**src/rtl/cam_gray_capture_pkg.sv**
```systemverilog
// Shared constants and types for the camera-side grayscale capture path.
package cam_gray_capture_pkg;

  localparam int H_RES        = 320;
  localparam int V_RES        = 240;
  localparam int FRAME_PIXELS = H_RES * V_RES;
  localparam int ADDR_W       = 17;

  localparam logic [15:0] LUMA_R = 16'd77;
  localparam logic [15:0] LUMA_G = 16'd150;
  localparam logic [15:0] LUMA_B = 16'd29;

  typedef enum logic {
    WAIT_SYNC = 1'b0,
    CAPTURE   = 1'b1
  } cap_state_t;

endpackage

```
**src/rtl/cam_gray_capture_rgb565_to_gray.sv**
```systemverilog
// Combinational RGB565 to 8-bit luma converter, shared by every colour-to-gray path.
module rgb565_to_gray
  import cam_gray_capture_pkg::*;
(
  input  logic [15:0] rgb,
  output logic [7:0]  gray
);

  // Channels are widened by bit replication so full scale maps to 255; the
  // coefficients sum to 256, so the 16-bit sum cannot overflow.
  function automatic logic [7:0] luma(input logic [15:0] w);
    logic [7:0]  r8;
    logic [7:0]  g8;
    logic [7:0]  b8;
    logic [15:0] sum;
    r8  = {w[15:11], w[15:13]};
    g8  = {w[10:5], w[10:9]};
    b8  = {w[4:0], w[4:2]};
    sum = LUMA_R * {8'd0, r8} + LUMA_G * {8'd0, g8} + LUMA_B * {8'd0, b8};
    return sum[15:8];
  endfunction

  assign gray = luma(rgb);

endmodule

```
**src/rtl/cam_gray_capture.sv**
```systemverilog
// OV7670 RGB565 byte stream to grayscale frame-buffer writes, with frame
// alignment, sticky per-frame error flag and frame-done strobe.
module cam_gray_capture #(
  parameter int H_RES  = cam_gray_capture_pkg::H_RES,
  parameter int V_RES  = cam_gray_capture_pkg::V_RES,
  parameter int ADDR_W = cam_gray_capture_pkg::ADDR_W
) (
  input  logic              pclk,
  input  logic              reset_n,
  input  logic              cam_vsync,
  input  logic              cam_href,
  input  logic [7:0]        cam_data,
  input  logic              capture_en,
  output logic              we,
  output logic [ADDR_W-1:0] wAddr,
  output logic [7:0]        wData,
  output logic              frame_done,
  output logic              frame_err
);
  import cam_gray_capture_pkg::*;

  localparam int FRAME_SIZE = H_RES * V_RES;
  // One spare bit so the pixel count can reach FRAME_SIZE even if it equals 2^ADDR_W.
  localparam int CNT_W = ADDR_W + 1;
  localparam int X_W   = $clog2(H_RES + 2);
  localparam int Y_W   = $clog2(V_RES + 2);

  localparam logic [CNT_W-1:0] FRAME_CNT = CNT_W'(FRAME_SIZE);
  localparam logic [X_W-1:0]   X_LINE    = X_W'(H_RES);
  localparam logic [Y_W-1:0]   Y_LINES   = Y_W'(V_RES);

  cap_state_t        state_q, state_d;
  logic              vsync_dly_q, href_dly_q;
  logic              phase_q, phase_d;
  logic [7:0]        hi_q, hi_d;
  logic [X_W-1:0]    x_q, x_d;
  logic [Y_W-1:0]    y_q, y_d;
  logic [CNT_W-1:0]  cnt_q, cnt_d;
  logic              we_q, we_d;
  logic [ADDR_W-1:0] waddr_q, waddr_d;
  logic [7:0]        wdata_q, wdata_d;
  logic              done_q, done_d;
  logic              err_q, err_d;
  logic              vs_fall, vs_rise, hr_fall;
  logic [7:0]        gray;

  assign vs_fall = vsync_dly_q & ~cam_vsync;
  assign vs_rise = ~vsync_dly_q & cam_vsync;
  assign hr_fall = href_dly_q & ~cam_href;

  rgb565_to_gray u_gray (
    .rgb  ({hi_q, cam_data}),
    .gray (gray)
  );

  always_comb begin
    state_d = state_q;
    phase_d = phase_q;
    hi_d    = hi_q;
    x_d     = x_q;
    y_d     = y_q;
    cnt_d   = cnt_q;
    we_d    = 1'b0;
    waddr_d = waddr_q;
    wdata_d = wdata_q;
    done_d  = 1'b0;
    err_d   = err_q;
    case (state_q)
      WAIT_SYNC: begin
        if (vs_fall && capture_en) begin
          state_d = CAPTURE;
          phase_d = 1'b0;
          x_d     = '0;
          y_d     = '0;
          cnt_d   = '0;
          err_d   = 1'b0;
        end
      end
      CAPTURE: begin
        if (vs_fall) begin
          // Frame start without a closing vsync rise: abandon and realign.
          phase_d = 1'b0;
          x_d     = '0;
          y_d     = '0;
          cnt_d   = '0;
          err_d   = 1'b1;
          if (!capture_en) state_d = WAIT_SYNC;
        end else begin
          if (cam_href) begin
            if (!phase_q) begin
              hi_d    = cam_data;
              phase_d = 1'b1;
            end else begin
              phase_d = 1'b0;
              if (cnt_q == FRAME_CNT || y_q >= Y_LINES) begin
                err_d = 1'b1;
              end else begin
                we_d    = 1'b1;
                wdata_d = gray;
                waddr_d = cnt_q[ADDR_W-1:0];
                cnt_d   = cnt_q + CNT_W'(1);
              end
              if (x_q != '1) x_d = x_q + X_W'(1);
            end
          end
          if (hr_fall) begin
            if (x_q != X_LINE) err_d = 1'b1;
            phase_d = 1'b0;
            x_d     = '0;
            if (y_q != '1) y_d = y_q + Y_W'(1);
          end
          if (vs_rise) begin
            done_d  = 1'b1;
            if (cnt_q != FRAME_CNT) err_d = 1'b1;
            state_d = WAIT_SYNC;
          end
        end
      end
      default: state_d = WAIT_SYNC;
    endcase
  end

  // ---- register stage: control state and write port ----
  always_ff @(posedge pclk) begin
    if (!reset_n) begin
      state_q     <= WAIT_SYNC;
      vsync_dly_q <= 1'b0;
      href_dly_q  <= 1'b0;
      phase_q     <= 1'b0;
      x_q         <= '0;
      y_q         <= '0;
      cnt_q       <= '0;
      we_q        <= 1'b0;
      waddr_q     <= '0;
      wdata_q     <= '0;
      done_q      <= 1'b0;
      err_q       <= 1'b0;
    end else begin
      state_q     <= state_d;
      vsync_dly_q <= cam_vsync;
      href_dly_q  <= cam_href;
      phase_q     <= phase_d;
      x_q         <= x_d;
      y_q         <= y_d;
      cnt_q       <= cnt_d;
      we_q        <= we_d;
      waddr_q     <= waddr_d;
      wdata_q     <= wdata_d;
      done_q      <= done_d;
      err_q       <= err_d;
    end
  end

  always_ff @(posedge pclk) begin
    hi_q <= hi_d;
  end

  assign we         = we_q;
  assign wAddr      = waddr_q;
  assign wData      = wdata_q;
  assign frame_done = done_q;
  assign frame_err  = err_q;

endmodule
```
**config.mk**
```make
export PLATFORM = sky130hd
export DESIGN_NAME = cam_gray_capture
export DESIGN_NICKNAME = d
export VERILOG_FILES = /design/src/rtl/cam_gray_capture_pkg.sv /design/src/rtl/cam_gray_capture_rgb565_to_gray.sv /design/src/rtl/cam_gray_capture.sv
export SDC_FILE = /design/constraint.sdc
export NUM_CORES = 1
export LEC_CHECK = 0
export ABC_AREA = 0
export CORE_MARGIN = 2
export CORE_UTILIZATION = 40
export CTS_BUF_LIST = sky130_fd_sc_hd__clkbuf_4 sky130_fd_sc_hd__clkbuf_8
export DETAILED_ROUTE_END_ITERATION = 8
export PLACE_DENSITY = 0.69
export SLEW_MARGIN = 40
export SYNTH_ARGS = -nofsm -noshare
export SYNTH_HDL_FRONTEND = slang
export SYNTH_SLANG_ARGS = --single-unit
```
**constraint.sdc**
```tcl
create_clock -name pclk -period 9.15 [get_ports pclk]
set_clock_uncertainty 0.1 [all_clocks]
set_input_delay 2.745 -clock pclk [delete_from_list [all_inputs] [get_ports pclk]]
set_output_delay 2.745 -clock pclk [all_outputs]
set_load 0.02 [all_outputs]
```
==> impl_metrics.toml <==
[run_status]
status = "finished clean"

[timing]
final-hold-violation-count = 0
timing.final.crit_share = 0.969
finalWorstSetupSlack_ns = 0.282
setup_viol = 0
tightest_slew_ns = 0.598
slew_violations = 0
fmax_ghz = 0.113
max-slew-margin-rel = 0.601
layout_min_cycle_time_ns = 8.87

[clock_tree]
clk_latency_ns = 0.37
post_cts_buffers = 0
cts.sinks = 75
hold_buffers = 0
cts-root-buf = "clkbuf_8"
cts_tree = "built"
clk_pin_slew_worst_paths_ns = 0.08
clk_path_buf_depth = 2
numCtsBuffers = 9
cts_htree_levels = 3

[setup_path]
crit_end = "wData[6]"
startpoint = "cam_data[6]"
cp.required_ns = 9.31
r2r_cells = 22
reg2reg_to = "wData[6]"
rrSetupSlack_ns = 2.54
start_kind = "primary input"
reg2reg_from = "hi_q[1]"
crit_type = "in2reg"
cp-end-kind = "register"
cp.arrival_ns = 9.03
critPathMaxFanout = 4

[floorplanning]
die_h_um = 129
row_count = 45
coreArea_um2 = 15200
die_area_um2 = 16500
die_w_um = 129
start_util = 0.408
io_pins = 41

[global_routing]
grt_pass1_wl_um = 22300
grt_overflow = 0
antenna_found_initial = 0
grt_max_degree = 33
grt_pass1_vias = 4677
grt.total_usage = 0.169

[final_layout]
fill_cells = 1460
ff_latch_area_um2 = 1580
layout_common_cells = "inv_1, ha_1, dfxtp_1"
fin_nets = 891
area_growth_pct = 15.1
antenna_cells = 0
drive_gt1_frac = 0.0731
layout_commonest_cell = "inv_1"
final_util = 0.470
multiInputGateArea_um2 = 4200

[pwr]
max-vdd-ir-drop_mv = 0.237
p_leak_nw = 3.09
power.density_nw_per_um2 = 212

[place]
portBuffers = 40
dpl.hpwl_um = 9960
routabilityCongestion = 0.779
post-place-ws_ns = -0.224

[detailed_routing]
firstDrtPassIters = 4
drcViolationCount = 0
vias_per_cell = 5.12
routedWlPerCell_um = 13.8
totalWireLength_um = 12800
dr_total_vias = 4742
ant_nets = 0
drtIter0Drc = 247

[synthesis]
synth_area_um2 = 6200
synthArstFlopShare = 0
synthesis.nets = 834
synthCells = 678
synth-edff-count = 8
synth_warnings = 0
ys_ff_latch = 75
ys_dominant_reg_cell = "dfxtp_1"
ys_seq_area_frac = 0.255
avgSynthCellArea_um2 = 9.15
ys_types = 61

[worst_hold_path]
whs_path_depth = 2
hp-class = "reg2reg"

[flow_run]
drv_cap = 0
[how the worst min path moves through the flow]
| stage | start | end | slack (ns) |
|---|---|---|---|
| floorplan | cnt_q[16] | wAddr[16] | 0.35 |
| global placement | wData[3] | wData[3] | 0.34 |
| detailed placement | wData[3] | wData[3] | 0.34 |
| CTS | wAddr[7] | wAddr[7] | 0.36 |
| global route | wAddr[4] | wAddr[4] | 0.38 |
| finish | wAddr[8] | wAddr[8] | 0.36 |
[cells by family after synthesis]
group,share of synthesized area
AND/OR/NAND/NOR,0.164
adder cells (fa/ha/maj),0.354
AO/OA/AOI/OAI,0.115
buffers and inverters,0.0722
flip-flops,0.255
XOR/XNOR,0.0367
multiplexers,0.00343
[power by group]
group | switching (W) | leakage [nW] | internal, W
registers | 0.00000183 | 0.612 | 0.000333
clock network | 0.000133 | 0.0924 | 0.000129
logic | 0.000487 | 2.38 | 0.000430
[synthesized netlist by cell type, drive strengths merged (6+ instances only)]
library cell / count / area share
nand2: 59 / 0.036
a21o: 8 / 0.0099
nand4: 20 / 0.021
dfxtp: 67 / 0.22
and3: 6 / 0.0061
clkbuf: 9 / 0.0054
or3: 18 / 0.018
nor2: 46 / 0.028
xnor2: 9 / 0.013
inv: 101 / 0.061
xor2: 17 / 0.024
fa: 54 / 0.17
o21ai: 27 / 0.022
edfxtp: 8 / 0.039
a21oi: 49 / 0.040
nand3: 16 / 0.013
nor3: 6 / 0.0065
ha: 89 / 0.18
[critical path, stage by stage]
cell and delay (ns):
clkdlybuf4s50_1 0.42, ha_1 0.30, ha_1 0.28, ha_1 0.27
inv_1 0.05, fa_1 0.50, inv_1 0.04, ha_1 0.34
o21a_1 0.12, nor2_1 0.16, xnor2_2 0.14, fa_1 0.46
fa_1 0.51, inv_1 0.05, fa_1 0.46, fa_1 0.55
inv_1 0.04, ha_1 0.31, o21ai_1 0.13, a21oi_1 0.05
o21a_1 0.21, and3_1 0.17, o31a_1 0.27, o31a_1 0.24
a32o_1 0.21
[final cells by class]
cell class / count / share of cell area
well taps: 188 / 0.0329
clock inverters: 5 / 0.00876
inverters: 101 / 0.0531
multi-input cells: 488 / 0.588
flip-flops and latches: 75 / 0.221
repair buffers: 60 / 0.0771
clock buffers: 10 / 0.0184
[per-layer routing]
metal | track usage | up-vias | wire (um)
li1 | - | 2410 | -
met1 | 0.229 | 2284 | 6280
met2 | 0.277 | 40 | 5960
met3 | 0.0407 | 8 | 410
met4 | 0.0364 | 0 | 107
met5 | 0 | - | 0
[state kept, by name, summed over array words and instances (netlist names)]
signal / flops
cnt_q: 18
wAddr: 17
x_q: 9
hi_q: 8
wData: 8
y_q: 8
frame_done: 1
frame_err: 1
href_dly_q: 1
phase_q: 1
state_q: 1
vsync_dly_q: 1
we: 1
[metrics by stage]
stage | std cells | total power, W | TNS [ns] | hold slack, ns | area [um^2]
after floorplan | 678 | 0.00100 | 0 | 0.350 | 6200
after global placement | 912 | 0.00124 | -0.293 | 0.341 | 6930
after detailed placement | 912 | 0.00125 | -0.472 | 0.344 | 6930
after CTS | 927 | 0.00153 | 0 | 0.359 | 7120
after global routing | 927 | 0.00169 | -0.0123 | 0.381 | 7140
final | 927 | 0.00151 | 0 | 0.358 | 7140
[timing repair]
action,in CTS,in global routing
hold endpoints to repair,0,0
setup endpoints to repair,0,2
gates resized for setup,0,3
No activity file was read; power rests on OpenSTA's default activity.
